==> src/rtl/ch8_pkg.sv <==
// Shared CHIP-8 RAM definitions: bus widths, requester IDs, arbiter state encoding and
// a saturating counter helper used by the optional statistics block.
package ch8_pkg;

  localparam int CH8_ADDR_W = 12;
  localparam int CH8_DATA_W = 8;

  typedef logic [1:0] req_id_t;
  localparam req_id_t REQ_LD  = 2'd0;
  localparam req_id_t REQ_CPU = 2'd1;
  localparam req_id_t REQ_VID = 2'd2;

  typedef enum logic [1:0] {
    ARB_IDLE    = 2'd0,
    ARB_OWN_CPU = 2'd1,
    ARB_OWN_VID = 2'd2
  } arb_state_e;

  function automatic logic [15:0] sat_inc16(input logic [15:0] v, input logic inc);
    return (inc && (v != 16'hFFFF)) ? v + 16'd1 : v;
  endfunction

endpackage

==> src/rtl/ch8_ram_arbiter_if.sv <==
// Requester and RAM-macro signals of the CHIP-8 RAM arbiter; slave = arbiter side,
// master = requesters plus RAM macro side.
interface ch8_ram_arbiter_if import ch8_pkg::*; #(
  parameter int ADDR_W = CH8_ADDR_W,
  parameter int DATA_W = CH8_DATA_W
);
  logic              ld_req, ld_we, ld_gnt, ld_rvalid;
  logic [ADDR_W-1:0] ld_addr;
  logic [DATA_W-1:0] ld_wdata;

  logic              cpu_req, cpu_we, cpu_lock, cpu_gnt, cpu_rvalid;
  logic [ADDR_W-1:0] cpu_addr;
  logic [DATA_W-1:0] cpu_wdata;

  logic              vid_req, vid_we, vid_lock, vid_gnt, vid_rvalid;
  logic [ADDR_W-1:0] vid_addr;
  logic [DATA_W-1:0] vid_wdata;

  logic [DATA_W-1:0] rdata;
  logic              ram_en, ram_we;
  logic [ADDR_W-1:0] ram_addr;
  logic [DATA_W-1:0] ram_wdata, ram_rdata;

  modport slave (
    input  ld_req, ld_we, ld_addr, ld_wdata,
    input  cpu_req, cpu_we, cpu_addr, cpu_wdata, cpu_lock,
    input  vid_req, vid_we, vid_addr, vid_wdata, vid_lock,
    input  ram_rdata,
    output ld_gnt, ld_rvalid, cpu_gnt, cpu_rvalid, vid_gnt, vid_rvalid,
    output rdata, ram_en, ram_we, ram_addr, ram_wdata
  );

  modport master (
    output ld_req, ld_we, ld_addr, ld_wdata,
    output cpu_req, cpu_we, cpu_addr, cpu_wdata, cpu_lock,
    output vid_req, vid_we, vid_addr, vid_wdata, vid_lock,
    output ram_rdata,
    input  ld_gnt, ld_rvalid, cpu_gnt, cpu_rvalid, vid_gnt, vid_rvalid,
    input  rdata, ram_en, ram_we, ram_addr, ram_wdata
  );
endinterface

==> src/rtl/ch8_rr_arb2.sv <==
// Two-way round-robin pick between CPU and video; the last winner only moves when en=1,
// so the loader and lock paths can freeze the rotation.
module ch8_rr_arb2 import ch8_pkg::*; (
  input  logic clk,
  input  logic reset,
  input  logic en,
  input  logic req_cpu,
  input  logic req_vid,
  output logic pick_cpu,
  output logic pick_vid
);
  req_id_t last_q, last_d;

  always_comb begin
    pick_cpu = req_cpu && (!req_vid || (last_q == REQ_VID));
    pick_vid = req_vid && (!req_cpu || (last_q != REQ_VID));
    last_d   = last_q;
    if (en && pick_cpu) begin
      last_d = REQ_CPU;
    end else if (en && pick_vid) begin
      last_d = REQ_VID;
    end
  end

  // Starting with VID as last winner lets the CPU take the first tie after reset.
  always_ff @(posedge clk) begin
    if (reset) begin
      last_q <= REQ_VID;
    end else begin
      last_q <= last_d;
    end
  end
endmodule

==> src/rtl/ch8_ram_arbiter.sv <==
// Single-port CHIP-8 RAM arbiter: loader first, CPU/video round-robin with a bounded lock.
// Define CH8_ARB_STATS_EN to add saturating grant and conflict counters.
module ch8_ram_arbiter import ch8_pkg::*; #(
  parameter int ADDR_W   = CH8_ADDR_W,
  parameter int DATA_W   = CH8_DATA_W,
  parameter int MAX_HOLD = 4
) (
  input logic               clk,
  input logic               reset,
  ch8_ram_arbiter_if.slave  bus
`ifdef CH8_ARB_STATS_EN
  ,
  output logic [15:0]       stat_ld,
  output logic [15:0]       stat_cpu,
  output logic [15:0]       stat_vid,
  output logic [15:0]       stat_conflict
`endif
);
  localparam int HOLD_W = $clog2(MAX_HOLD + 1);

  arb_state_e        state_q, state_d;
  logic [HOLD_W-1:0] hold_q, hold_d, hold_inc;
  logic              rr_en, pick_cpu, pick_vid;
  logic              gnt_ld, gnt_cpu, gnt_vid;
  logic              own_req, own_lock;
  logic [2:0]        rvalid_q, rvalid_d;
  logic [ADDR_W-1:0] addr_mux;
  logic [DATA_W-1:0] wdata_mux;
  logic              we_mux;

  ch8_rr_arb2 u_rr (
    .clk      (clk),
    .reset    (reset),
    .en       (rr_en),
    .req_cpu  (bus.cpu_req),
    .req_vid  (bus.vid_req),
    .pick_cpu (pick_cpu),
    .pick_vid (pick_vid)
  );

  always_comb begin
    state_d  = state_q;
    hold_d   = hold_q;
    hold_inc = hold_q + HOLD_W'(1);
    rr_en    = 1'b0;
    gnt_ld   = 1'b0;
    gnt_cpu  = 1'b0;
    gnt_vid  = 1'b0;
    own_req  = 1'b0;
    own_lock = 1'b0;
    if (reset) begin
      state_d = ARB_IDLE;
      hold_d  = '0;
    end else if (bus.ld_req) begin
      gnt_ld  = 1'b1;
      state_d = ARB_IDLE;
      hold_d  = '0;
    end else begin
      case (state_q)
        ARB_IDLE: begin
          rr_en   = 1'b1;
          gnt_cpu = pick_cpu;
          gnt_vid = pick_vid;
          if (pick_cpu && bus.cpu_lock) begin
            state_d = ARB_OWN_CPU;
            hold_d  = HOLD_W'(1);
          end else if (pick_vid && bus.vid_lock) begin
            state_d = ARB_OWN_VID;
            hold_d  = HOLD_W'(1);
          end
        end
        ARB_OWN_CPU, ARB_OWN_VID: begin
          // The non-owner stays blocked even if the owner drops its request this cycle.
          own_req  = (state_q == ARB_OWN_CPU) ? bus.cpu_req  : bus.vid_req;
          own_lock = (state_q == ARB_OWN_CPU) ? bus.cpu_lock : bus.vid_lock;
          gnt_cpu  = (state_q == ARB_OWN_CPU) && own_req;
          gnt_vid  = (state_q == ARB_OWN_VID) && own_req;
          if (!own_req || !own_lock || (hold_inc >= HOLD_W'(MAX_HOLD))) begin
            state_d = ARB_IDLE;
            hold_d  = '0;
          end else begin
            hold_d = hold_inc;
          end
        end
        default: begin
          state_d = ARB_IDLE;
          hold_d  = '0;
        end
      endcase
    end
  end

  always_comb begin
    addr_mux  = '0;
    wdata_mux = '0;
    we_mux    = 1'b0;
    if (gnt_ld) begin
      addr_mux  = bus.ld_addr;
      wdata_mux = bus.ld_wdata;
      we_mux    = bus.ld_we;
    end else if (gnt_cpu) begin
      addr_mux  = bus.cpu_addr;
      wdata_mux = bus.cpu_wdata;
      we_mux    = bus.cpu_we;
    end else if (gnt_vid) begin
      addr_mux  = bus.vid_addr;
      wdata_mux = bus.vid_wdata;
      we_mux    = bus.vid_we;
    end
  end

  always_comb begin
    rvalid_d          = '0;
    rvalid_d[REQ_LD]  = gnt_ld  && !bus.ld_we;
    rvalid_d[REQ_CPU] = gnt_cpu && !bus.cpu_we;
    rvalid_d[REQ_VID] = gnt_vid && !bus.vid_we;
  end

  always_ff @(posedge clk) begin
    if (reset) begin
      state_q  <= ARB_IDLE;
      hold_q   <= '0;
      rvalid_q <= '0;
    end else begin
      state_q  <= state_d;
      hold_q   <= hold_d;
      rvalid_q <= rvalid_d;
    end
  end

  assign bus.ld_gnt     = gnt_ld;
  assign bus.cpu_gnt    = gnt_cpu;
  assign bus.vid_gnt    = gnt_vid;
  // Gating with reset drops a pending rvalid when reset lands right after the grant.
  assign bus.ld_rvalid  = rvalid_q[REQ_LD]  && !reset;
  assign bus.cpu_rvalid = rvalid_q[REQ_CPU] && !reset;
  assign bus.vid_rvalid = rvalid_q[REQ_VID] && !reset;
  assign bus.rdata      = bus.ram_rdata;
  assign bus.ram_en     = gnt_ld | gnt_cpu | gnt_vid;
  assign bus.ram_we     = we_mux;
  assign bus.ram_addr   = addr_mux;
  assign bus.ram_wdata  = wdata_mux;

`ifdef CH8_ARB_STATS_EN
  logic [2:0] gnt_vec, req_vec;
  logic       conflict;
  logic [15:0] conflict_q, conflict_d;

  assign gnt_vec  = {gnt_vid, gnt_cpu, gnt_ld};
  assign req_vec  = {bus.vid_req, bus.cpu_req, bus.ld_req};
  assign conflict = ((req_vec & (req_vec - 3'd1)) != 3'd0) && ((req_vec & ~gnt_vec) != 3'd0);

  for (genvar gi = 0; gi < 3; gi++) begin : g_stat
    logic [15:0] cnt_q, cnt_d;
    always_comb cnt_d = sat_inc16(cnt_q, gnt_vec[gi]);
    always_ff @(posedge clk) begin
      if (reset) cnt_q <= '0;
      else       cnt_q <= cnt_d;
    end
  end

  always_comb conflict_d = sat_inc16(conflict_q, conflict);
  always_ff @(posedge clk) begin
    if (reset) conflict_q <= '0;
    else       conflict_q <= conflict_d;
  end

  assign stat_ld       = g_stat[REQ_LD].cnt_q;
  assign stat_cpu      = g_stat[REQ_CPU].cnt_q;
  assign stat_vid      = g_stat[REQ_VID].cnt_q;
  assign stat_conflict = conflict_q;
`endif
endmodule
==> src/flat_wrapper.sv <==
// flat-port wrapper written by rule: the top's interface ports become plain ports
module ch8_ram_arbiter_flat import ch8_pkg::*;
#(
  parameter int ADDR_W   = CH8_ADDR_W,
  parameter int DATA_W   = CH8_DATA_W,
  parameter int MAX_HOLD = 4
)
  (clk, reset, bus_ld_req, bus_ld_we, bus_ld_addr, bus_ld_wdata, bus_cpu_req, bus_cpu_we, bus_cpu_addr, bus_cpu_wdata, bus_cpu_lock, bus_vid_req, bus_vid_we, bus_vid_addr, bus_vid_wdata, bus_vid_lock, bus_ram_rdata, bus_ld_gnt, bus_ld_rvalid, bus_cpu_gnt, bus_cpu_rvalid, bus_vid_gnt, bus_vid_rvalid, bus_rdata, bus_ram_en, bus_ram_we, bus_ram_addr, bus_ram_wdata);
  ch8_ram_arbiter_if #(.ADDR_W(ADDR_W), .DATA_W(DATA_W)) bus_i ();
  input logic clk;
  input logic reset;
  input wire logic [$bits(bus_i.ld_req)-1:0] bus_ld_req;
  input wire logic [$bits(bus_i.ld_we)-1:0] bus_ld_we;
  input wire logic [$bits(bus_i.ld_addr)-1:0] bus_ld_addr;
  input wire logic [$bits(bus_i.ld_wdata)-1:0] bus_ld_wdata;
  input wire logic [$bits(bus_i.cpu_req)-1:0] bus_cpu_req;
  input wire logic [$bits(bus_i.cpu_we)-1:0] bus_cpu_we;
  input wire logic [$bits(bus_i.cpu_addr)-1:0] bus_cpu_addr;
  input wire logic [$bits(bus_i.cpu_wdata)-1:0] bus_cpu_wdata;
  input wire logic [$bits(bus_i.cpu_lock)-1:0] bus_cpu_lock;
  input wire logic [$bits(bus_i.vid_req)-1:0] bus_vid_req;
  input wire logic [$bits(bus_i.vid_we)-1:0] bus_vid_we;
  input wire logic [$bits(bus_i.vid_addr)-1:0] bus_vid_addr;
  input wire logic [$bits(bus_i.vid_wdata)-1:0] bus_vid_wdata;
  input wire logic [$bits(bus_i.vid_lock)-1:0] bus_vid_lock;
  input wire logic [$bits(bus_i.ram_rdata)-1:0] bus_ram_rdata;
  output wire logic [$bits(bus_i.ld_gnt)-1:0] bus_ld_gnt;
  output wire logic [$bits(bus_i.ld_rvalid)-1:0] bus_ld_rvalid;
  output wire logic [$bits(bus_i.cpu_gnt)-1:0] bus_cpu_gnt;
  output wire logic [$bits(bus_i.cpu_rvalid)-1:0] bus_cpu_rvalid;
  output wire logic [$bits(bus_i.vid_gnt)-1:0] bus_vid_gnt;
  output wire logic [$bits(bus_i.vid_rvalid)-1:0] bus_vid_rvalid;
  output wire logic [$bits(bus_i.rdata)-1:0] bus_rdata;
  output wire logic [$bits(bus_i.ram_en)-1:0] bus_ram_en;
  output wire logic [$bits(bus_i.ram_we)-1:0] bus_ram_we;
  output wire logic [$bits(bus_i.ram_addr)-1:0] bus_ram_addr;
  output wire logic [$bits(bus_i.ram_wdata)-1:0] bus_ram_wdata;
  assign bus_i.ld_req = bus_ld_req;
  assign bus_i.ld_we = bus_ld_we;
  assign bus_i.ld_addr = bus_ld_addr;
  assign bus_i.ld_wdata = bus_ld_wdata;
  assign bus_i.cpu_req = bus_cpu_req;
  assign bus_i.cpu_we = bus_cpu_we;
  assign bus_i.cpu_addr = bus_cpu_addr;
  assign bus_i.cpu_wdata = bus_cpu_wdata;
  assign bus_i.cpu_lock = bus_cpu_lock;
  assign bus_i.vid_req = bus_vid_req;
  assign bus_i.vid_we = bus_vid_we;
  assign bus_i.vid_addr = bus_vid_addr;
  assign bus_i.vid_wdata = bus_vid_wdata;
  assign bus_i.vid_lock = bus_vid_lock;
  assign bus_i.ram_rdata = bus_ram_rdata;
  assign bus_ld_gnt = bus_i.ld_gnt;
  assign bus_ld_rvalid = bus_i.ld_rvalid;
  assign bus_cpu_gnt = bus_i.cpu_gnt;
  assign bus_cpu_rvalid = bus_i.cpu_rvalid;
  assign bus_vid_gnt = bus_i.vid_gnt;
  assign bus_vid_rvalid = bus_i.vid_rvalid;
  assign bus_rdata = bus_i.rdata;
  assign bus_ram_en = bus_i.ram_en;
  assign bus_ram_we = bus_i.ram_we;
  assign bus_ram_addr = bus_i.ram_addr;
  assign bus_ram_wdata = bus_i.ram_wdata;
  ch8_ram_arbiter #(.ADDR_W(ADDR_W), .DATA_W(DATA_W), .MAX_HOLD(MAX_HOLD)) u_core (.clk(clk), .reset(reset), .bus(bus_i));
endmodule
==> config.mk <==
export PLATFORM = sky130hd
export DESIGN_NAME = ch8_ram_arbiter_flat
export DESIGN_NICKNAME = d
export VERILOG_FILES = /design/src/rtl/ch8_pkg.sv /design/src/rtl/ch8_ram_arbiter_if.sv /design/src/rtl/ch8_rr_arb2.sv /design/src/rtl/ch8_ram_arbiter.sv /design/src/flat_wrapper.sv
export SDC_FILE = /design/constraint.sdc
export NUM_CORES = 1
export LEC_CHECK = 0
export ABC_AREA = 1
export CAP_MARGIN = 20
export CORE_MARGIN = 1.5
export CORE_UTILIZATION = 31
export DETAILED_ROUTE_END_ITERATION = 12
export GPL_TIMING_DRIVEN = 0
export PLACE_DENSITY = 0.84
export SYNTH_ARGS = -nofsm -noshare
export SYNTH_HDL_FRONTEND = slang
export SYNTH_SLANG_ARGS = --single-unit
==> constraint.sdc <==
create_clock -name clk -period 2.9 [get_ports clk]
set_input_delay 0.58 -clock clk [delete_from_list [all_inputs] [get_ports clk]]
set_output_delay 0.58 -clock clk [all_outputs]
set_load 0.01 [all_outputs]
After elaboration in Yosys (flattened, before gate mapping)
Index checks and enable logic that the tools add are counted.
- reductions and logical operators: 31
- $add $sub $neg: 1
- magnitude comparators: 1
- bitwise operators: 2
- eq/ne operators: 6
- mux-type cells: 32
- operators by type and width (kind ; number):
    $mux W12 ; 3
    $mux W8 ; 3
    $logic_and A1 B1 Y1 ; 14
    $mux W1 ; 14
    $mux W2 ; 5
    $mux W3 ; 3
    $logic_not A1 Y1 ; 8
    $pmux W3 S2 ; 1
    $eq A2 B2 Y1 const B ; 2
    $logic_or A1 B1 Y1 ; 4
    $pmux W1 S2 ; 2
    $pmux W2 S2 ; 1
    $reduce_or A2 Y1 ; 2
    $add A3 B1 Y3 const B ; 1
    $ge A3 B3 Y1 const B ; 1
    $ne A3 B1 Y1 const B ; 1
    $eq A2 B1 Y1 const B ; 1
    $logic_not A2 Y1 ; 1
    $ne A2 B1 Y1 const B ; 1
    $ne A2 B2 Y1 const B ; 1
    $or A1 B1 Y1 ; 2
    $reduce_and A2 Y1 ; 1
    $reduce_bool A2 Y1 ; 1
- word-level logic and storage cells: 77
- output and inout bits: 36
- bits in registers: 10

Depth between registers and ports, before layout
Gate-level depths: netlist of the first run.
- word-level depth: 9
- mapped depth: 11
- mapped depth without buffers: 10

Cells and area by module
Synthesis of the first run repeated with hierarchy kept, for this count alone.
- cells, all modules: 215
- area total of the unflattened synthesis: 1233.7 um^2
- modules (own cells, without submodules) (module ; area an instance (um^2) ; times used ; cells an instance):
    ch8_ram_arbiter ; 1118.6 ; 1 ; 197
    ch8_rr_arb2 ; 115.1 ; 1 ; 18

Least setup slack after synthesis of the first run
OpenSTA, ideal clock, no wires.
- path type: input -> output
- start: input bus_vid_req
- end: output bus_ram_addr[10]
- cell stages on the path: 10
- slack: 919 ps
- path buffers: 1
- arrival time: 1401 ps
- required time: 2320 ps
- cell sequence: inv_1 -> nand2_1 -> nand2_1 -> nand2_1 -> o21ai_2 -> nand2_2 -> inv_2 -> buf_6 -> nand2_1 -> nand3_1
- longest elaborated chain between the ends: 8
- elaborated cells on any way between the ends: 16
- those cells by class: mux: 10; reduce/logical: 6
- RTL lines (what ; RTL line ; text):
    from (decl) ; flat_wrapper.sv:21 ; input wire logic [$bits(bus_i.vid_req)-1:0] bus_vid_req;
    $logic_not A1 Y1 ; ch8_rr_arb2.sv:15 ; pick_cpu = req_cpu && (!req_vid || (last_q == REQ_VID));
    $logic_or A1 B1 Y1 ; ch8_rr_arb2.sv:15 ;
    $logic_and A1 B1 Y1 ; ch8_rr_arb2.sv:15 ;
    $pmux W1 S2 * ; ch8_ram_arbiter.sv:59 ; case (state_q)
    $mux W1 * ; ch8_ram_arbiter.sv:54 ; end else if (bus.ld_req) begin
    $mux W1 * ; ch8_ram_arbiter.sv:51 ; if (reset) begin
    named net bus_cpu_gnt ; flat_wrapper.sv:29 ; output wire logic [$bits(bus_i.cpu_gnt)-1:0] bus_cpu_gnt;
    $mux W12 * ; ch8_ram_arbiter.sv:101 ; end else if (gnt_cpu) begin
    $mux W12 * ; ch8_ram_arbiter.sv:97 ; if (gnt_ld) begin
    to (decl) ; flat_wrapper.sv:36 ; output wire logic [$bits(bus_i.ram_addr)-1:0] bus_ram_addr;
Mark *: on every way through the listed nets, which the timed path passes. The rest lies on a longest branch.

Worst setup path after layout of the first run
- start: input bus_cpu_req
- end: output bus_ram_wdata[1]
- longest elaborated chain between the ends: 9
- elaborated cells on any way between the ends: 16
- those cells by class: mux: 10; reduce/logical: 6
- RTL lines (what ; RTL line ; text):
    from (decl) ; flat_wrapper.sv:16 ; input wire logic [$bits(bus_i.cpu_req)-1:0] bus_cpu_req;
    $logic_not A1 Y1 ; ch8_rr_arb2.sv:16 ; pick_vid = req_vid && (!req_cpu || (last_q != REQ_VID));
    $logic_or A1 B1 Y1 ; ch8_rr_arb2.sv:16 ;
    $logic_and A1 B1 Y1 ; ch8_rr_arb2.sv:16 ;
    $pmux W1 S2 ; ch8_ram_arbiter.sv:59 ;
    $mux W1 ; ch8_ram_arbiter.sv:54 ;
    $mux W1 ; ch8_ram_arbiter.sv:51 ;
    $mux W8 ; ch8_ram_arbiter.sv:105 ; end else if (gnt_vid) begin
    $mux W8 * ; ch8_ram_arbiter.sv:101 ;
    $mux W8 * ; ch8_ram_arbiter.sv:97 ;
    to (decl) ; flat_wrapper.sv:37 ; output wire logic [$bits(bus_i.ram_wdata)-1:0] bus_ram_wdata;
Every way passes the cells marked *; elsewhere a longest branch is shown, timed or not.

==> results.md, run 1 <==
Logic synthesis:
- The share of the yosys chip area belonging to registers is 0.1816.
- The number of storage elements in the synthesis netlist is 10.
- When the netlist entered floorplanning its net count stood at ~280.
- The mean cell area of the mapped netlist is 5.624 um^2.
- The count of distinct cell types in the synthesized netlist is 19.
- During synthesis, Yosys emitted a total of 0 warnings.
- The number of instances in the synthesized netlist is just under 200.
- The post-synthesis cell area is 1102 um^2.

Worst setup path:
- The critical path goes through clkdlybuf4s50_1, inv_1, nand2_1, nand2_2, o21ai_2, nand2_2, nor2_2, buf_6, nand2_1, nand3_1, dlygate4sd2_1.
- Among all stages on the critical path, the largest delay is contributed by clkdlybuf4s50_1.
- Data on the critical path arrives at its endpoint at 2.25 ns.
- The capture instance of the worst register-to-register path is u_core.hold_q[1]$_SDFFE_PP0P_.
- The launch instance of the worst register-to-register path is u_core.state_q[1]$_SDFFE_PP0P_.
- The type of origin of the critical path is an input pin.
- The data required time at the worst endpoint is 2.32 ns.
- Across all register-to-register paths, the minimum setup slack is 1.40 ns.
- The critical path starts at bus_cpu_req.
- The critical path is of the in -> out type.
- The logic depth of the worst register-to-register path is 10.
- In this run the worst path has a maximum fanout of 10.
- The type of element capturing the critical path is an output port.
- For this run, the slowest stage of the critical path takes 0.53 ns.

Hold path:
- The worst hold path terminates at u_core.hold_q[2]$_SDFFE_PP0P_.
- In this run the most critical hold path is launched from u_core.hold_q[2]$_SDFFE_PP0P_.
- The worst hold path was traced through 2 stages.
- The worst hold path belongs to the class reg -> reg.

Placed design:
- The cell count after placement is about 350.
- During placement, the flow inserted port buffers numbering 105.
- The routability congestion estimate is a little over 0.8.
- Summing all placed instances gives a cell area of 2211 um^2.
- The detailed placement HPWL is around 3500 um.

Floorplanning:
- In this run the standard cell core region covers between 3000 and 4000 um^2.
- The area enclosed by the die boundary is 3923 um^2.
- The effective utilization at floorplan is 0.3278.
- The die outline width is between 60 and 70 um.
- The floorplan row count is 21.
- The I/O pin total is 114.
- The die is 62.63 um tall.

Routing:
- After detailed routing, the met3 layer carries between 200 and 250 um of wire.
- After detailed routing, the met2 layer carries 2007 um of wire.
- The detailed router put a total of ~1700 um of wire on met1.
- The wire length after detailed routing is 4016 um.
- The routed via count is 1557.
- After the first detailed-routing iteration, the DRC count stood at 41.
- The number of nets still failing antenna checks after routing is 0.
- After detailed routing, the number of remaining DRC violations is 0.
- The mean routed wirelength per cell is 11.38 um.
- For this run, the detailed router's first-pass iteration total came to 4.
- The average vias per placed instance is 4.411.
- The top layer used by detailed routing is met4.

Clock network:
- The clock net in this run drives a total of 10 sinks.
- The quantity of hold-fixing buffers added after cts is 0.
- The CTS tree is built.
- The root cell of the clock tree is clkbuf_4.
- The number of clock buffers added by TritonCTS is 3.
- In this run the deepest clock path goes through 2 buffers.
- The clock latency on the worst-skew pair is 0.27 ns.
- The clock slew seen by the registers of the worst setup and hold paths is 0.07 ns.
- CTS built an H-tree with a depth of 1.

GRT:
- The global-route wire length before repair is 6693 um.
- Global routing finished with a remaining overflow of 0.
- Entering global routing, the biggest net connects 11 pins.
- For this run, the total global-route usage over all layers was measured as 0.2131.
- The number of global-route vias before repair was 1550.
- The number of antenna violations at the first check in global routing is 0.

Final layout:
- The final antenna diode count is 0.
- Compared with the post-synthesis result, the final layout area differs by 101.7%.
- The final cell area excluding filler cells is 2223 um^2.
- Excluding fillers, the count of instances in the completed layout stands at roughly 350.
- The fraction of final layout cells sized beyond drive strength 1 is 0.1401.
- The net count of the finished layout is a little under 400.

Timing:
- The slew at the pin with the worst max-slew slack is between 0.4 and 0.5 ns.
- Headroom to the max-slew limit came out at 0.7284.
- The count of final hold-check violations came to 0.
- Setup repair after global routing could not meet its margin everywhere.
- Of the available clock period, the critical path in the final layout requires 0.9747.
- The worst clock skew on the final layout is 0.007183 ns.
- Setup violations remaining at the end of the flow were counted as 0.
- The max-slew violation total from the final report was 0.
- For this run, the top clock speed supported by timing is 353.8 MHz.
- The post-layout minimum cycle time is approximately 2.8 ns.

Job:
- The number of max-capacitance violations reported is 0.

Power and ir drop:
- Summed over all cells, the static leakage comes to 1.072 nW.
- IR analysis of the VDD net gives a maximum drop of 195.0 uV.
- In this run the power density over the cells is between 200 and 300 nW/um^2.
- The power after layout is 0.0005637 W.

Outcome:
- The flow ran to the end, and the final reports show no timing, DRC or antenna violations.
[metrics by stage]
stage / hold slack [ns] / util / TNS (ns) / setup slack [ns]
floorplan: 0.4382 / - / 0 / 0.9193
global placement: 0.4466 / 0.6574 / -5.320 / -0.2656
detailed placement: 0.4531 / 0.6574 / -5.603 / -0.2826
CTS: 0.4651 / 0.6603 / -0.3900 / -0.1953
global route: 0.5190 / 0.6611 / -0.1733 / -0.02689
finish: 0.4614 / 0.6611 / 0 / 0.07327
[how the worst max path moves through the flow]
stage | endpoint | slack (ns) | depth (start not counted)
floorplan | bus_ram_addr[10] | 0.92 | 10
global placement | bus_ram_addr[11] | -0.27 | 10
detailed placement | bus_ram_addr[11] | -0.28 | 10
CTS | bus_ram_wdata[5] | -0.20 | 11
global route | bus_ram_wdata[1] | -0.03 | 11
finish | bus_ram_wdata[1] | 0.07 | 11
[flip-flops by register name, indices dropped and copies added, names as in the netlist]
name                cells
u_core.hold_q           3
u_core.rvalid_q         3
u_core.state_q          2
u_core.u_rr.last_q      2
[logic make-up (layout without fill, tap and decap cells)]
family	Yosys count	after routing	share of synthesized area
AO/OA/AOI/OAI	11	11	0.05903
flip-flops	10	10	0.1816
AND/OR/NAND/NOR	135	135	0.5289
adder cells (fa/ha/maj)	5	5	0.05675
buffers and inverters	35	146	0.1737
[cell type report]
class / count / area (um^2)
plain buffers: 14 / 113.9
clock buffers: 4 / 36.28
fillers: 335 / 1140
inverters: 21 / 81.33
multi-input cells: 151 / 713.2
flip-flops and latches: 10 / 200.2
well taps: 46 / 57.56
repair buffers: 107 / 1021
[cells in the mapped netlist]
cell	count	area share
nand3_2	2	0.018
inv_2	3	0.010
nor2_1	13	0.044
inv_1	18	0.061
nor2_2	2	0.011
o21ai_2	2	0.016
nand2_1	82	0.28
o21ai_0	2	0.0091
nor3_1	1	0.0045
ha_1	5	0.057
a21oi_1	6	0.027
nand3_1	28	0.13
nand2_2	6	0.034
clkbuf_1	2	0.0068
nor2_4	1	0.010
buf_4	8	0.054
dfxtp_1	10	0.18
buf_6	4	0.041
o31ai_1	1	0.0068
[report_power, final]
group | total, W | switching [W] | internal, W
logic | 0.000288 | 0.000120 | 0.000169
clock network | 0.000128 | 0.0000514 | 0.0000763
registers | 0.000148 | 0.00000373 | 0.000144
total | 0.000564 | 0.000175 | 0.000389
[worst max-delay path: cells and delay by family]
family / cells / cell delay, ns
buffers and inverters: 4 / 1.01
and+or+nand+nor: 6 / 0.51
AOI/OAI and AO/OA: 1 / 0.14
[metal layers]
metal / vias up / GRT usage
met5: - / 0
met4: 0 / 0.08056
met3: 11 / 0.04865
met2: 60 / 0.3938
met1: 660 / 0.2351
li1: 826 / -
[cell usage in the layout (no fill, tap or decap)]
master | Yosys | final
nand3_2 | 2 | 2
clkdlybuf4s50_1 | 0 | 82
nor3_1 | 1 | 1
buf_6 | 4 | 4
clkdlybuf4s15_1 | 0 | 2
dlymetal6s2s_1 | 0 | 2
inv_4 | 0 | 1
o31ai_1 | 1 | 1
dlygate4sd2_1 | 0 | 12
buf_4 | 8 | 10
clkbuf_4 | 0 | 3
inv_1 | 18 | 18
nor2_2 | 2 | 2
clkbuf_8 | 0 | 1
inv_2 | 3 | 2
clkbuf_2 | 0 | 8
nand3_1 | 28 | 28
nor2_1 | 13 | 13
o21ai_2 | 2 | 2
nand2_2 | 6 | 7
a21oi_1 | 6 | 6
clkbuf_1 | 2 | 1
o21ai_0 | 2 | 2
dfxtp_1 | 10 | 10
nor2_4 | 1 | 1
ha_1 | 5 | 5
nand2_1 | 82 | 81
[what timing repair did]
item | in CTS | in global routing
endpoints found under the setup margin | 23 | 23
resized for setup | 21 | 22
setup buffers | 0 | 2
pin swaps | 0 | 1
(Power assumes the default switching activity.)
==> inputs of run 2 (changes only) <==
CORE_UTILIZATION = 26   (was 31)
PLACE_DENSITY = 0.75   (was 0.84)
clock period = 2.3 ns   (was 2.9 ns; I/O delays follow)
==> results.md, run 2 (same netlist as run 1, synthesis figures left out) <==
Worst setup path:
- The slowest stage of the critical path is the dlygate4sd2_1 cell.
- The most numerous cell on the critical path is nand2_2.
- The worst setup path is launched from an input pin.
- The data required time at the worst endpoint is 1.84 ns.
- The worst setup path is captured at an output port.
- The critical path goes through dlygate4sd2_1, inv_1, nand2_2, nand2_2, nand2_2, o21ai_4, buf_4, nor2_4, buf_6, nand2_1, nand3_1, buf_2.
- The setup slack of the most critical reg-to-reg path is 0.84 ns.
- The worst-path maximum fanout is 5.
- The critical path is of the in -> out type.
- For this run, the slowest stage of the critical path takes 0.25 ns.
- The signal arrival time at the worst endpoint is 1.82 ns.

Timing:
- The slew at the pin with the worst max-slew slack is 0.2452 ns.
- The max-slew violation total from the final report was 0.
- After layout, the worst setup slack is around 0.022 ns.
- The worst path needs 2.278 ns of the cycle, external delays included.
- The peak clock frequency supported by timing is 438.9 MHz.
- Summed over all failing endpoints, the final setup total negative slack is 0 ns.
- Measured against its own limit, the worst slew margin works out to 0.8365.
- The worst clock skew on the final layout is 0.002079 ns.
- The final worst-path cycle share is 0.9906.
- Setup repair after global routing could not meet its margin everywhere.
- The number of endpoints failing setup at the final stage is 0.
- The count of final hold-check violations is 0.

Hold path:
- The class of the tightest hold or removal check is reg -> reg.

Placed design:
- Routability-driven placement finished with a final weighted congestion of roughly 0.80.
- During placement, the flow inserted port buffers numbering 105.
- The worst setup slack before clock tree synthesis is -0.6436 ns.
- The detailed placement HPWL is roughly 3300 um.

Outcome:
- The flow ran to the end, and the final reports show no timing, DRC or antenna violations.

Clock network:
- The clock drives 10 sinks.
- The number of buffers on the longest clock path is 2.
- The CTS tree is built.
- The later pin in the worst-skew pair is clocked with a latency of 0.24 ns.
- Buffers inserted to repair hold after CTS numbered 0.
- CTS built an H-tree with a depth of 1.
- After clock tree synthesis, the clock-pin slew on the worst setup and hold paths is 0.05 ns.
- The root cell of the clock tree is clkbuf_8.
- The number of buffers inserted during clock tree synthesis is 3.

Final layout:
- The top cell types in the final layout, fill and taps aside, are clkdlybuf4s50_1 (76), nand2_1 (66), buf_6 (22), nand2_2 (19), buf_4 (19).
- The largest registers in the layout are u_core.hold_q: 3 flops, u_core.rvalid_q: 3 flops.
- The commonest non-fill, non-tap cell in the layout is clkdlybuf4s50_1.
- The number of antenna diodes in the final layout is 0.
- The total number of nets in the final design is 402.
- Of the cells placed in the final design, the portion with a size suffix greater than 1 is 0.3302.
- The area growth from synthesis to layout is 131.8%.
- Fill cells in the final layout number ~360.

Routing:
- The first TritonRoute pass finished after 4 iterations.
- The average vias per placed instance is 4.429.
- In the final routed layout, each cell accounts on average for 12.30 um.
- The final layout contains routed wiring with a total length of 4528 um.
- The number of nets still failing antenna checks after routing is 0.
- After the first detailed-routing iteration, the DRC count stood at 66.
- Across all layers, the routed design uses 1630 vias.
- For this run, design rule violations remaining after detail routing come to 0.

Power and ir drop:
- Of the total power, registers draw 0.220.
- The total power per unit cell area is between 300 and 400 nW/um^2.
- The power after layout is roughly 0.00085 W.
- The share of total power in the clock network is 0.265.
- The combinational fraction of design power is 0.515.
- The switching power is 0.0002597 W.
- The leakage dissipation is approximately 1.3 nW.
- Across the VDD grid, the largest voltage drop is 181.7 uV.
- Of the total power, the share spent switching nets is 0.3067.
- The internal power is 0.0005871 W.

Floorplanning:
- The floorplan step set the die width to 68.11 um.
- The initial utilization of the core area, before any placement, comes to 0.2736.
- The vertical die dimension is 68.11 um.
- In this run the core area contains 23 standard-cell rows.
- The area enclosed by the die boundary is 4639 um^2.
- In this run the standard cell core region covers 4029 um^2.
- The I/O pin total is approximately 110.

GRT:
- After global routing the overflow that remains totals 0.
- The first global-routing pass estimated around 5900 um of wire.
- The largest net degree at the start of global routing is 11.
- In the global route stage, overall resource usage came out at 0.1627.
- The number of global-route vias before repair came to around 1.3k.
- The number of antenna violations at the first check in global routing was 0.

Job:
- Max-cap violations in this run came to 0.
==> run 2: cell count changes in the layout (fill, tap and decap cells not counted), moves of 3 or more <==
cell             before  now
buf_4                10   19
nand2_1              81   66
nand3_1              28   13
dlygate4sd2_1        12    7
nand2_2               7   19
clkdlybuf4s50_1      82   76
nand2_4               0    3
clkbuf_2              8    1
buf_2                 0    5
nand3_2               2   17
clkbuf_8              1    4
buf_6                 4   22
==> run 2: worst max-delay path, delay by kind of cell <==
family	cells	cell delay, ns
buffers and inverters	5	0.77
AOI/OAI and AO/OA	1	0.06
and+or+nand+nor	6	0.52
==> run 2: final timing paths <==
| check | cells after the start | startpoint | endpoint |
|---|---|---|---|
| setup / recovery | 12 | bus_vid_req | bus_ram_wdata[4] |
| hold / removal | 2 | u_core.hold_q[2]$_SDFFE_PP0P_ | u_core.hold_q[2]$_SDFFE_PP0P_ |
| setup reg to reg | 10 | u_core.state_q[1]$_SDFFE_PP0P_ | u_core.state_q[0]$_SDFFE_PP0P_ |
| hold reg to reg | 2 | u_core.hold_q[2]$_SDFFE_PP0P_ | u_core.hold_q[2]$_SDFFE_PP0P_ |
==> run 2: stage by stage <==
step / std cells / area (um^2) / hold WS (ns) / util
3_3_place_gp: 351 / 2216 / 0.4500 / 0.5500
6_report: 368 / 2555 / 0.4615 / 0.6342
5_1_grt: 368 / 2555 / 0.4885 / 0.6342
2_1_floorplan: 196 / 1102 / 0.4382 / -
3_5_place_dp: 351 / 2216 / 0.4522 / 0.5500
4_1_cts: 365 / 2297 / 0.4600 / 0.5702
==> run 2: repair_timing <==
item,CTS,global route
gates cloned,3,0
endpoints found under the setup margin,25,23
resized for setup,113,53
buffers inserted,7,3
pin swaps,6,6
==> run 2: power by group through the flow <==
stage	sequential, W	combinational (W)	clock (W)
CTS	0.000187	0.000377	0.000225
finish	0.000186	0.000436	0.000225
global placement	0.000190	0.000381	0
detailed placement	0.000190	0.000382	0
global route	0.000188	0.000470	0.000234
floorplan	0.000189	0.000152	0
==> run 2: final cells by class <==
| class | count | area, um^2 | share of cell area |
|---|---|---|---|
| multi-input cells | 151 | 878.3 | 0.3438 |
| flip-flops and latches | 10 | 207.7 | 0.08129 |
| well taps | 50 | 62.56 | 0.02449 |
| clock buffers | 4 | 55.05 | 0.02155 |
| plain buffers | 14 | 117.6 | 0.04603 |
| repair buffers | 118 | 1145 | 0.4481 |
| inverters | 21 | 88.84 | 0.03477 |
==> run 2: metal layers <==
metal | track usage | wire length (um) | vias to the layer above
li1 | - | - | 848
met1 | 0.2162 | 1843 | 715
met2 | 0.2694 | 2381 | 59
met3 | 0.01974 | 246 | 8
met4 | 0.05750 | 57 | 0
met5 | 0 | 0 | -
==> inputs of run 3 (changes only) <==
SETUP_SLACK_MARGIN = 0.02   (was not set)
==> results.md, run 3 (same netlist as run 1, synthesis figures left out) <==
Outcome:
- The run finished with clean final reports.

Clock network:
- The tree is rooted in a clkbuf_8.
- The H-tree depth is 1.
- The number of buffers inserted during clock tree synthesis is 3.
- TritonCTS built the clock tree.
- The clock net in this run drives a total of 10 sinks.
- Buffers inserted to repair hold after CTS numbered 0.
- The clock slew seen by the registers of the worst setup and hold paths is 0.05 ns.
- The number of buffers on the longest clock path is 2.
- At the later pin of the worst-skew pair, clock insertion delay measures ~0.24 ns.

Worst setup path:
- The critical path ends at bus_ram_en.
- STA classifies the critical path startpoint as a flip-flop.
- The worst-path maximum fanout is 3.
- For flop-to-flop paths, the worst setup slack is 0.81 ns.
- Walking the worst path, the cells encountered are inv_4, ha_4, inv_4, nand2_4, nand2_4, o21ai_4, nand2_2, buf_4, nand3_1, dlygate4sd2_1.
- In this design, the stage delay of the slowest critical-path cell is 0.33 ns.
- The logic depth of the worst register-to-register path is 10.
- The launch instance of the worst register-to-register path is u_core.state_q[1]$_SDFFE_PP0P_.
- The capture instance of the worst register-to-register path is u_core.state_q[1]$_SDFFE_PP0P_.
- STA classifies the critical path endpoint as an output port.
- The start-to-end type of the worst setup path is reg -> out.
- STA puts the critical path data required time at roughly 1.8 ns.
- The worst-path cell with the longest stage delay is dfxtp_2.
- Tracing the worst setup path back leads to its startpoint at u_core.state_q[1]$_SDFFE_PP0P_.
- For the worst setup path, the data arrival time is 1.79 ns.

Placed design:
- At the placement stage, the worst setup path has a slack of -0.6436 ns.
- In this run the tool buffered the top-level ports with 105 buffer cells.
- The cell count after placement is 351.
- The detailed placement HPWL is 3254 um.
- The congestion estimate from routability-driven global placement came to 0.7962.

GRT:
- Entering global routing, the biggest net connects 11 pins.
- The number of global-route vias before repair came to roughly 1.3k.
- The global-route wire length before repair is 5892 um.
- Global routing finished with a remaining overflow of 0.
- In this run the most used layer during global routing was met2.
- For this run, global-route usage on met3 was measured as 0.01974.
- The overall routing resource usage is 0.1641.
- The number of antenna violations at the first check in global routing is 0.
- The met2 usage in global routing is 0.2731.
- The met1 layer usage reported by global route is 0.2172.

Power and ir drop:
- Overall power consumption after layout is estimated at 0.0008637 W.
- For this design the ratio of total power to cell area is roughly 330 nW/um^2.
- VDD sags by at most about 180 uV.
- In this run the static leakage power is 1.282 nW.

Floorplanning:
- Row generation in the floorplan step produced 23 rows.
- In this run the count of I/O pins placed on the die edge is 114.
- The die is 68.11 um tall.
- The initial utilization of the core area, before any placement, comes to 0.2736.
- The die covers about 4600 um^2.
- Measured along the x axis, the die boundary spans 68.11 um.
- The core region is 4029 um^2.

Routing:
- The remaining design rule violation count is 0.
- The routed via count is approximately 1.6k.
- The count of nets left with antenna violations once routing finished came out at 0.
- After detailed routing, the average wire length per cell comes to 12.62 um.
- The first detailed-routing pass took 6 iterations.
- The wire length after detailed routing is around 4700 um.
- The starting DRC count in detailed routing is 70.
- Dividing the detail-routed via count by the number of cells gives between 4 and 5.

Timing:
- The number of endpoints failing setup at the final stage is 0.
- Adding up every negative setup slack in the final design gives 0 ns.
- The max-slew violation total from the final report is 0.
- For the pin with the worst max-slew slack, the measured transition is 0.2503 ns.
- The count of final hold-check violations is 0.
- The post-layout minimum cycle time is 2.248 ns.
- Dividing the final minimum period by the clock period gives 0.9776.
- The worst path meets setup with ~0.05 ns of slack.
- The peak clock frequency supported by timing is 444.7 MHz.
- Setup repair after global routing could not meet its margin everywhere.
- Measured against its own limit, the worst slew margin works out to 0.8331.
- Clock skew on the completed layout was measured at about 0.00047 ns.

Final layout:
- At the end of the flow the core is filled with cells to 0.6516.
- The area growth from synthesis to layout is 138.1%.
- The total number of nets in the final design is 403.
- The library cells used most frequently in the layout, excluding fill and tap cells, are clkdlybuf4s50_1 (76), nand2_1 (60), buf_6 (27), nand2_2 (26), nand3_2 (21).
- The commonest non-fill, non-tap cell in the layout is clkdlybuf4s50_1.
- The fraction of final layout cells sized beyond drive strength 1 is 0.3636.
- Leaving out filler cells and counting taps, the final layout contains around 370.
- The final antenna diode count is 0.
- In the final layout, the registers with the most flip-flops are u_core.hold_q: 3 flops, u_core.rvalid_q: 3 flops.

Hold path:
- The class of the tightest hold or removal check is reg -> reg.

Job:
- The number of max-capacitance violations reported is 0.
## run 3: cell count changes in the layout (fill, tap and decap cells not counted), moves of 4 or more
cell,before,now
nand2_2,19,26
nand2_1,66,60
buf_6,22,27
buf_2,5,1
nand3_1,13,9
nand3_2,17,21
## run 3: report_power, final
part / switching (W) / total (W) / internal (W)
clock network: 0.0000729 / 0.000224 / 0.000151
logic: 0.000187 / 0.000454 / 0.000267
registers: 0.00000479 / 0.000186 / 0.000182
total: 0.000264 / 0.000864 / 0.000599
## run 3: how the worst min path moves through the flow
stage | start | endpoint | cells past startpoint
3_3_place_gp | u_core.hold_q[2]$_SDFFE_PP0P_ | u_core.hold_q[2]$_SDFFE_PP0P_ | 2
2_1_floorplan | u_core.hold_q[2]$_SDFFE_PP0P_ | u_core.hold_q[2]$_SDFFE_PP0P_ | 2
6_report | u_core.hold_q[2]$_SDFFE_PP0P_ | u_core.hold_q[2]$_SDFFE_PP0P_ | 2
3_5_place_dp | u_core.hold_q[2]$_SDFFE_PP0P_ | u_core.hold_q[2]$_SDFFE_PP0P_ | 2
5_1_grt | u_core.hold_q[2]$_SDFFE_PP0P_ | u_core.hold_q[2]$_SDFFE_PP0P_ | 2
4_1_cts | u_core.hold_q[2]$_SDFFE_PP0P_ | u_core.hold_q[2]$_SDFFE_PP0P_ | 2
## run 3: final cells by class
cell class | instances | area (um^2)
inverters | 21 | 86.33
multi-input cells | 151 | 908.4
plain buffers | 14 | 123.9
flip-flops and latches | 10 | 205.2
fillers | 340 | 1404
well taps | 50 | 62.56
clock buffers | 4 | 55.05
repair buffers | 119 | 1184
## run 3: per-layer routing
| layer | routed length, um | vias to the layer above |
|---|---|---|
| met4 | 57 | 0 |
| met2 | 2439 | 57 |
| li1 | - | 849 |
| met1 | 1908 | 709 |
| met5 | 0 | - |
| met3 | 253 | 6 |
## run 3: worst max-delay path, delay by kind of cell (launching register included)
family	cells	cell delay (ns)
AOI/OAI and AO/OA	1	0.18
adders and majority gates	1	0.16
buffers and inverters	4	0.55
DFF	1	0.33
and+or+nand+nor	4	0.33
## run 3: what timing repair did
action | 4_1_cts | 5_1_grt
buffers inserted | 10 | 1
resized for setup | 114 | 67
gates cloned | 3 | 0
pin swaps | 7 | 7
endpoints found under the setup margin | 25 | 24
## run 3: through the flow
step	hold WS [ns]	cell area, um^2
after global routing	0.4885	2625
after detailed placement	0.4522	2216
after floorplan	0.4382	1102
final	0.4672	2625
after global placement	0.4500	2216
after CTS	0.4600	2323
